[config.mk]
export PLATFORM = sky130hd
export DESIGN_NAME = car_motion_unit
export DESIGN_NICKNAME = d
export VERILOG_FILES = /design/src/rtl/car_pkg.sv /design/src/rtl/car_motion_unit_prescaler.sv /design/src/rtl/car_motion_unit.sv
export SDC_FILE = /design/constraint.sdc
export NUM_CORES = 1
export LEC_CHECK = 0
export CAP_MARGIN = 20
export CORE_UTILIZATION = 50
export DETAILED_ROUTE_END_ITERATION = 10
export PLACE_DENSITY = 0.75
export SLEW_MARGIN = 10
export SYNTH_ARGS = -nofsm -noshare
export SYNTH_HDL_FRONTEND = slang
export SYNTH_SLANG_ARGS = --single-unit
[constraint.sdc]
create_clock -name clk -period 1.8 [get_ports clk]
set_clock_uncertainty 0.1 [all_clocks]
set_input_delay 0.18 -clock clk [delete_from_list [all_inputs] [get_ports clk]]
set_output_delay 0.18 -clock clk [all_outputs]
set_load 0.03 [all_outputs]
[src/rtl/car_pkg.sv]
// Shared car-domain definitions: motion FSM state encoding and datapath widths.
package car_pkg;

  localparam int SPEED_W = 8;
  localparam int ODO_W   = 16;

  typedef enum logic [2:0] {
    STOPPED   = 3'd0,
    ACCEL     = 3'd1,
    BRAKE     = 3'd2,
    DOOR_WAIT = 3'd3,
    DOOR_OPEN = 3'd4
  } motion_state_t;

endpackage

[src/rtl/car_motion_unit_prescaler.sv]
// Free-running tick generator: pulses tick for one cycle every TICK_DIV clocks.
// Reusable by any car-domain timer that needs a slower update rate.
module tick_prescaler #(
  parameter int TICK_DIV = 10
) (
  input  logic clk,
  input  logic rst_n,
  output logic tick
);

  localparam int               CNT_W = $clog2(TICK_DIV);
  localparam logic [CNT_W-1:0] LAST  = CNT_W'(TICK_DIV - 1);

  logic [CNT_W-1:0] count;

  // Count 0..TICK_DIV-1 and wrap; the tick cycle is the last count value.
  always_ff @(posedge clk or negedge rst_n) begin
    if (!rst_n) begin
      count <= '0;
    end else if (count == LAST) begin
      count <= '0;
    end else begin
      count <= count + 1'b1;
    end
  end

  assign tick = (count == LAST);

endmodule

[src/rtl/car_motion_unit.sv]
// Plant-side motion model downstream of the car control unit.
// Integrates vehicle speed on a prescaled tick and sequences the door lock.
// Optional feature: define CAR_ODOMETER_EN to add the 16-bit odometer output.
module car_motion_unit
  import car_pkg::*;
#(
  parameter int TICK_DIV   = 10,
  parameter int ACCEL_STEP = 2,
  parameter int BRAKE_STEP = 4,
  parameter int MAX_SPEED  = 200,
  parameter int DOOR_DELAY = 4
) (
  input  logic               clk,
  input  logic               rst_n,
  input  logic               accelerate_car,
  input  logic               unlock_doors,
  output logic [SPEED_W-1:0] car_speed,
  output logic               moving,
  output logic               doors_unlocked,
  output logic               tick
`ifdef CAR_ODOMETER_EN
  ,
  output logic [ODO_W-1:0]   odometer
`endif
);

  localparam int                 DLY_W      = $clog2(DOOR_DELAY + 1);
  localparam logic [DLY_W-1:0]   DLY_DONE   = DLY_W'(DOOR_DELAY);
  localparam logic [SPEED_W:0]   ACCEL_STEP9 = (SPEED_W + 1)'(ACCEL_STEP);
  localparam logic [SPEED_W:0]   MAX_SPEED9  = (SPEED_W + 1)'(MAX_SPEED);
  localparam logic [SPEED_W-1:0] MAX_SPEED8  = SPEED_W'(MAX_SPEED);
  localparam logic [SPEED_W-1:0] BRAKE_STEP8 = SPEED_W'(BRAKE_STEP);

  motion_state_t      state;
  motion_state_t      next_state;
  logic [DLY_W-1:0]   delay_count;
  logic [SPEED_W:0]   accel_sum;
  logic [SPEED_W-1:0] accel_speed;
  logic [SPEED_W-1:0] brake_speed;

  tick_prescaler #(
    .TICK_DIV (TICK_DIV)
  ) u_prescaler (
    .clk   (clk),
    .rst_n (rst_n),
    .tick  (tick)
  );

  // Next-state decode; commands are acted on every cycle, independent of tick.
  always_comb begin
    next_state = state;
    case (state)
      STOPPED: begin
        if (accelerate_car) begin
          next_state = ACCEL;
        end else if (unlock_doors) begin
          next_state = DOOR_WAIT;
        end
      end
      ACCEL: begin
        if (!accelerate_car) begin
          next_state = BRAKE;
        end
      end
      BRAKE: begin
        if (accelerate_car) begin
          next_state = ACCEL;
        end else if (car_speed == '0) begin
          next_state = STOPPED;
        end
      end
      DOOR_WAIT: begin
        if (accelerate_car || !unlock_doors) begin
          next_state = STOPPED;
        end else if (delay_count == DLY_DONE) begin
          next_state = DOOR_OPEN;
        end
      end
      DOOR_OPEN: begin
        if (accelerate_car || !unlock_doors) begin
          next_state = STOPPED;
        end
      end
      default: next_state = STOPPED;
    endcase
  end

  // State register; leaving DOOR_OPEN always passes through STOPPED so the lock re-engages first.
  always_ff @(posedge clk or negedge rst_n) begin
    if (!rst_n) begin
      state <= STOPPED;
    end else begin
      state <= next_state;
    end
  end

  // Settle counter: cleared outside DOOR_WAIT so every unlock attempt waits the full delay,
  // which opens the doors DOOR_DELAY+1 edges after the request edge.
  always_ff @(posedge clk or negedge rst_n) begin
    if (!rst_n) begin
      delay_count <= '0;
    end else if (state != DOOR_WAIT) begin
      delay_count <= '0;
    end else if (delay_count != DLY_DONE) begin
      delay_count <= delay_count + 1'b1;
    end
  end

  // Candidate speeds: saturating add in one extra bit, and a floor-at-zero subtract.
  always_comb begin
    accel_sum   = {1'b0, car_speed} + ACCEL_STEP9;
    accel_speed = (accel_sum > MAX_SPEED9) ? MAX_SPEED8 : accel_sum[SPEED_W-1:0];
    brake_speed = (car_speed < BRAKE_STEP8) ? '0 : (car_speed - BRAKE_STEP8);
  end

  // Speed integrates only on tick, using the state held before any same-edge transition.
  always_ff @(posedge clk or negedge rst_n) begin
    if (!rst_n) begin
      car_speed <= '0;
    end else if (tick) begin
      case (state)
        ACCEL:   car_speed <= accel_speed;
        BRAKE:   car_speed <= brake_speed;
        default: car_speed <= car_speed;
      endcase
    end
  end

`ifdef CAR_ODOMETER_EN
  // Distance accumulates the pre-update speed each tick and wraps naturally.
  always_ff @(posedge clk or negedge rst_n) begin
    if (!rst_n) begin
      odometer <= '0;
    end else if (tick) begin
      odometer <= odometer + ODO_W'(car_speed);
    end
  end
`endif

  assign moving         = (state == ACCEL) || (state == BRAKE);
  assign doors_unlocked = (state == DOOR_OPEN);

endmodule

==> results.json, run 1 <==
{
  "gr-total-overflow": 0,
  "wl_um": 3520,
  "postCtsHoldBufs": 0,
  "cp_slowest_cell": "dfrtp_2",
  "routed-via-count": 1341,
  "grt_pass1_wl_um": 5520,
  "cp_num_buf_inv": 0,
  "n_fill_cell": 207,
  "synth_area_per_cell_um2": 8.66,
  "finalCritPeriodShare_pct": 101,
  "gp_congestion": 0.904,
  "placed_area_um2": 1670,
  "synthTopCellsByArea": "dfrtp_1 (31%), ha_1 (5.5%), nand2_1 (3.8%)",
  "ys_ff_latch": 17,
  "max_freq_ghz": 0.552,
  "slew_viol_final": 0,
  "yosysTopAreaCell": "dfrtp_1",
  "hold_viol_final": 0,
  "yosysSeqAreaShare_pct": 30.9,
  "setup_viol": 3,
  "rsz0062_at_grt": "yes",
  "antenna_cells": 0,
  "crit_required_ns": 1.89,
  "synth_edf_count": 0,
  "crit_chain": "nor4_4 > and4b_1 > o22ai_2 > a21oi_2 > mux2_4",
  "ys_types": 51,
  "hold_ws_ns": 0.0953,
  "htree_num_levels": 1,
  "slowest_delay_ns": 0.44,
  "drive_gt1_share_pct": 34.6,
  "syn_nets": 169,
  "crit_family": "simple AND/OR/NAND/NOR gates",
  "final_cell_area_um2": 1800,
  "syn_area_um2": 1380,
  "crit_fanout": 2,
  "synth_commonest_cells": "dfrtp_1 (17), nand2_1 (14), nor2_1 (12), inv_1 (11), o21ai_0 (9)",
  "cts.sinks": 17,
  "worst_setup_path_end_kind": "register",
  "place_inst": 216,
  "clk_pin_slew_ns": 0.11,
  "synth_top_cell_area_share_pct": 30.9,
  "regArea_um2": 435,
  "insertion_delay_ns": 0.30,
  "multi_input_area_um2": 933,
  "core_um2": 2540,
  "violations": "negative setup slack",
  "wl_per_cell_um": 15.9,
  "cts_root_buf": "clkbuf_4",
  "max_cap_violations": 0,
  "ys.flop_type": "dfrtp_1",
  "drtPass1Iterations": 4,
  "boundaryPins": 15,
  "critPathArrivalTime_ns": 1.90,
  "status": "finished, violations left",
  "track_usage_pct": 26.4,
  "p_per_area_nw_per_um2": 1560,
  "worstHoldPathType": "primary input to async pin",
  "die_w_um": 54.5,
  "postSynth.asyncResetShare_pct": 100,
  "crit_path_start_kind": "register",
  "critPathKind": "register to register",
  "port_buffers": 13,
  "synth_warnings": 0,
  "cts_made_buffers": 3,
  "peakVddDrop_mv": 0.933,
  "cellLeakagePower_nw": 0.784,
  "die_h_um": 54.5,
  "nets": 202,
  "dieArea_um2": 2970,
  "drcViolationCount": 0,
  "cts_tree": "done",
  "grt_max_degree": 18,
  "min_period_ns": 1.81,
  "drtIter0Drc": 51,
  "antenna_found_initial": 0,
  "hpwlAfterDp_um": 2530,
  "initial_utilization_pct": 54.1,
  "clock_path_buffers": 2,
  "instances_no_fill": 221,
  "synth.most_common_cell": "dfrtp_1",
  "vias_per_cell": 6.07,
  "first_global_vias": 1201,
  "postSynthCellCount": 159,
  "num_rows": 18,
  "syn2layout_area_growth_pct": 30.5,
  "antenna_left": 0,
  "postLayoutSetupSlackWorst_ns": -0.0114
}
[what timing repair did]
item                                   4_1_cts  5_1_grt
setup endpoints to repair                   14       11
resized for setup                           15       19
endpoints found under the hold margin        0        0
setup buffers                                0        1
pin swaps                                    2       10
[cell families (layout without fill, tap and decap cells)]
kind of cell | Yosys count | after routing | synth area share (%)
mux | 7 | 7 | 5.45
compound gates | 39 | 39 | 18.9
other cells | 1 | 1 | 0.272
fa+ha+maj | 6 | 6 | 5.45
simple gates | 61 | 61 | 25.6
flops | 17 | 17 | 30.9
xor+xnor | 6 | 6 | 3.82
buf+inv | 22 | 54 | 9.54
[path summary, 6_finish.rpt]
path	slack [ns]	cells after the start	end	from
worst max-delay path	-0.01	5	state[1]	car_speed[6]
worst min-delay path	0.1	2	state[2]	rst_n
worst max register to register	-0.01	5	state[1]	car_speed[6]
worst min register to register	0.46	2	u_prescaler.count[0]	u_prescaler.count[0]
max in group asynchronous	1.28	2	car_speed[5]	rst_n
min in group clk	0.46	2	u_prescaler.count[0]	u_prescaler.count[0]
[metal layers]
layer,GRT usage [%],vias up,part of all wire [%]
li1,-,636,-
met1,31.3,631,42
met2,43.7,58,49
met3,7.22,16,5.9
met4,12.4,0,3.4
met5,0,-,0
[flip-flops by register name, summed over array words and instances (netlist names)]
signal / flops
car_speed: 7
delay_count: 3
state: 3
u_prescaler.count: 4
[report_power, final]
part	leakage, nW	internal [W]	total [W]	switching [W]
registers	0.201	0.000490	0.000644	0.000155
logic	0.569	0.000890	0.00194	0.00105
clock network	0.0139	0.0000847	0.000217	0.000133
[through the flow]
step                      setup WS, ns  TNS (ns)  utilization [%]  power [W]
final                          -0.0114   -0.0306             70.6    0.00280
after global routing           -0.0727    -0.215             70.6    0.00298
after CTS                      -0.0196   -0.0381             67.6    0.00262
after detailed placement       -0.0703    -0.265             65.5    0.00236
after global placement          0.0118         0             65.5    0.00230
after floorplan                -0.0395   -0.0862                -    0.00179
[cell type report]
type	instances	area share (%)
well taps	30	2.09
repair buffers	39	17.8
clock inverters	1	0.418
multi-input cells	120	51.9
clock buffers	3	1.25
inverters	11	2.30
flip-flops and latches	17	24.2
[layout by cell type (no fill, tap or decap), types with 3 or more instances in the layout]
cell,n
buf_4,27
nand2_1,13
nor2_1,12
inv_1,9
dfrtp_1,9
nor3_1,8
a21oi_1,8
dfrtp_2,8
o21ai_0,7
dlygate4sd2_1,5
ha_1,4
clkdlybuf4s50_1,4
xnor2_1,3
mux2i_1,3
nand3_1,3
clkbuf_4,3
(Power assumes the default switching activity.)
==> inputs of run 2 (changes only) <==
--- a/config.mk
+++ b/config.mk
@@ -5,7 +5,7 @@
 export SDC_FILE = /design/constraint.sdc
 export NUM_CORES = 1
 export LEC_CHECK = 0
-export CAP_MARGIN = 20
+export CAP_MARGIN = 10
 export CORE_UTILIZATION = 50
 export DETAILED_ROUTE_END_ITERATION = 10
 export PLACE_DENSITY = 0.75
==> results of run 2 <==
The final DEF is identical to that of run 1; final timing and power are the same.
==> inputs of run 3 (changes only) <==
--- a/config.mk
+++ b/config.mk
@@ -6,6 +6,7 @@
 export NUM_CORES = 1
 export LEC_CHECK = 0
 export CAP_MARGIN = 10
+export CORE_ASPECT_RATIO = 1.75
 export CORE_UTILIZATION = 50
 export DETAILED_ROUTE_END_ITERATION = 10
 export PLACE_DENSITY = 0.75
==> run 3 against run 2 <==
Against the previous run:
- the run still ends with negative setup slack left
- largest cell class unchanged
- clock-buffer cell count unchanged
- core utilization up 1.2 points
- cell count down 0.45%
- non-clock buffer count rose by 3
- power increased by 2.9%
==> results.json, run 3 (synthesis results as in run 1) <==
{
  "drtPass1Iterations": 4,
  "cts_root_buf": "clkbuf_8",
  "core_um2": 2550,
  "peakVddDrop_mv": 1.27,
  "vias_per_cell": 6.16,
  "violations": "negative setup slack",
  "drcViolationCount": 0,
  "power.switching_w": 0.00132,
  "syn2layout_area_growth_pct": 33.1,
  "largest_reg_flops": 7,
  "finalCritPeriodShare_pct": 105,
  "grt_max_degree": 18,
  "initial_utilization_pct": 53.9,
  "intPower_w": 0.00157,
  "gp_congestion": 0.874,
  "cts.sinks": 17,
  "antenna_found_initial": 0,
  "detailedPlace.worstSlack_ns": -0.131,
  "clock_path_buffers": 2,
  "slowest_delay_ns": 0.43,
  "p_per_area_nw_per_um2": 1570,
  "p_clk_share_pct": 10.0,
  "netSwitchingFraction_pct": 45.6,
  "track_usage_pct": 24.7,
  "cts_made_buffers": 3,
  "crit_fanout": 4,
  "nets": 205,
  "min_period_ns": 1.89,
  "final_common_cell": "buf_4",
  "layout_common_cells": "buf_4 (28), nand2_1 (13), nor2_1 (12)",
  "crit_path_start_kind": "register",
  "drive_gt1_share_pct": 33.0,
  "htree_num_levels": 1,
  "port_buffers": 13,
  "antenna_cells": 0,
  "max_cap_violations": 0,
  "postLayoutSetupSlackWorst_ns": -0.0935,
  "insertion_delay_ns": 0.25,
  "cellLeakagePower_nw": 0.823,
  "cts_tree": "done",
  "p_total_w": 0.00288,
  "power_frac_comb_pct": 69.2,
  "num_rows": 24,
  "hold_viol_final": 0,
  "critPathArrivalTime_ns": 1.93,
  "worstHoldPathType": "primary input to async pin",
  "dieArea_um2": 2970,
  "hpwlAfterDp_um": 2530,
  "die_w_um": 41.7,
  "antenna_left": 0,
  "crit_required_ns": 1.84,
  "seq_power_share_pct": 20.8,
  "slew_viol_final": 0,
  "worst_setup_path_end_kind": "register",
  "max_freq_ghz": 0.528,
  "status": "finished, violations left",
  "reg_top3": "car_speed x7, u_prescaler.count x4",
  "wl_per_cell_um": 15.6,
  "clk_pin_slew_ns": 0.07,
  "first_global_vias": 1388,
  "routed-via-count": 1355,
  "grt_pass1_wl_um": 5780,
  "drtIter0Drc": 54,
  "die_h_um": 71.4,
  "gr-total-overflow": 0,
  "setup_viol": 3,
  "wl_um": 3440,
  "cp_slowest_cell": "dfrtp_2",
  "critPathKind": "register to register",
  "rsz0062_at_grt": "yes",
  "crit_chain": "nor4_4 > and4b_1 > o22ai_2 > a21oi_2 > mux2_1",
  "regMostFlops": "car_speed",
  "boundaryPins": 15
}
run 3: cell types whose count changed in the layout (fill, tap and decap cells not counted), sizes merged:
cell | before | now
buf | 27 | 30
clkdlybuf4s15 | 2 | 0
dlymetal6s2s | 1 | 3
clkdlybuf4s50 | 4 | 5
clkinv | 0 | 1
clkinvlp | 1 | 0
dlygate4sd2 | 5 | 4
run 3: critical path, delay by kind of cell (launching register included):
family             cells  cell delay [ns]
and+or+nand+nor        2             0.66
muxes                  1             0.34
AOI/OAI and AO/OA      2             0.26
DFF                    1             0.43
run 3: cell type report:
class                      count  area, um^2
sequential                    17         434
inverter                      11        41.3
tap                           26        32.5
clock inverter                 1        5.00
multi-input combinational    120         922
clock buffer                   3        41.3
fill                         202         721
timing repair buffer          42         355
run 3: per-stage QoR:
step	instance area, um^2	hold WS [ns]	TNS (ns)	util [%]	instances
2_1_floorplan	1410	-0.216	-0.0862	-	159
3_3_place_gp	1660	0.415	-0.186	65.1	212
3_5_place_dp	1660	0.423	-0.380	65.1	212
4_1_cts	1750	0.147	-0.267	68.7	218
5_1_grt	1830	0.169	-0.834	71.8	220
6_report	1830	0.147	-0.187	71.8	220
run 3: path summary, 6_finish.rpt:
path / slack (ns) / startpoint / cells past startpoint / to
max in group asynchronous: 1.24 / rst_n / 2 / car_speed[1]
min: 0.15 / rst_n / 2 / u_prescaler.count[1]
min reg2reg: 0.47 / delay_count[1] / 2 / delay_count[1]
max: -0.09 / car_speed[5] / 5 / state[1]
max reg2reg: -0.09 / car_speed[5] / 5 / state[1]
min in group clk: 0.47 / delay_count[1] / 2 / delay_count[1]
run 3: routing by layer:
layer | wire, um | vias up | GRT usage [%]
li1 | - | 644 | -
met1 | 1260 | 652 | 23.3
met2 | 1970 | 44 | 48.1
met3 | 117 | 15 | 3.27
met4 | 97 | 0 | 14.7
met5 | 0 | - | 0
run 3: repair_timing:
item	in CTS	in global routing
endpoints found under the hold margin	0	0
pin swaps	5	11
resized for setup	14	15
endpoints found under the setup margin	10	13
cloned	0	0
setup buffers	2	2
hold buffers	0	0
run 3: power groups by stage:
stage                     combinational, W  clock, W  sequential (W)
final                              0.00199  0.000289        0.000600
after floorplan                    0.00110         0        0.000690
after detailed placement           0.00174         0        0.000610
after CTS                          0.00184  0.000298        0.000596
after global routing               0.00217  0.000311        0.000617
after global placement             0.00171         0        0.000604
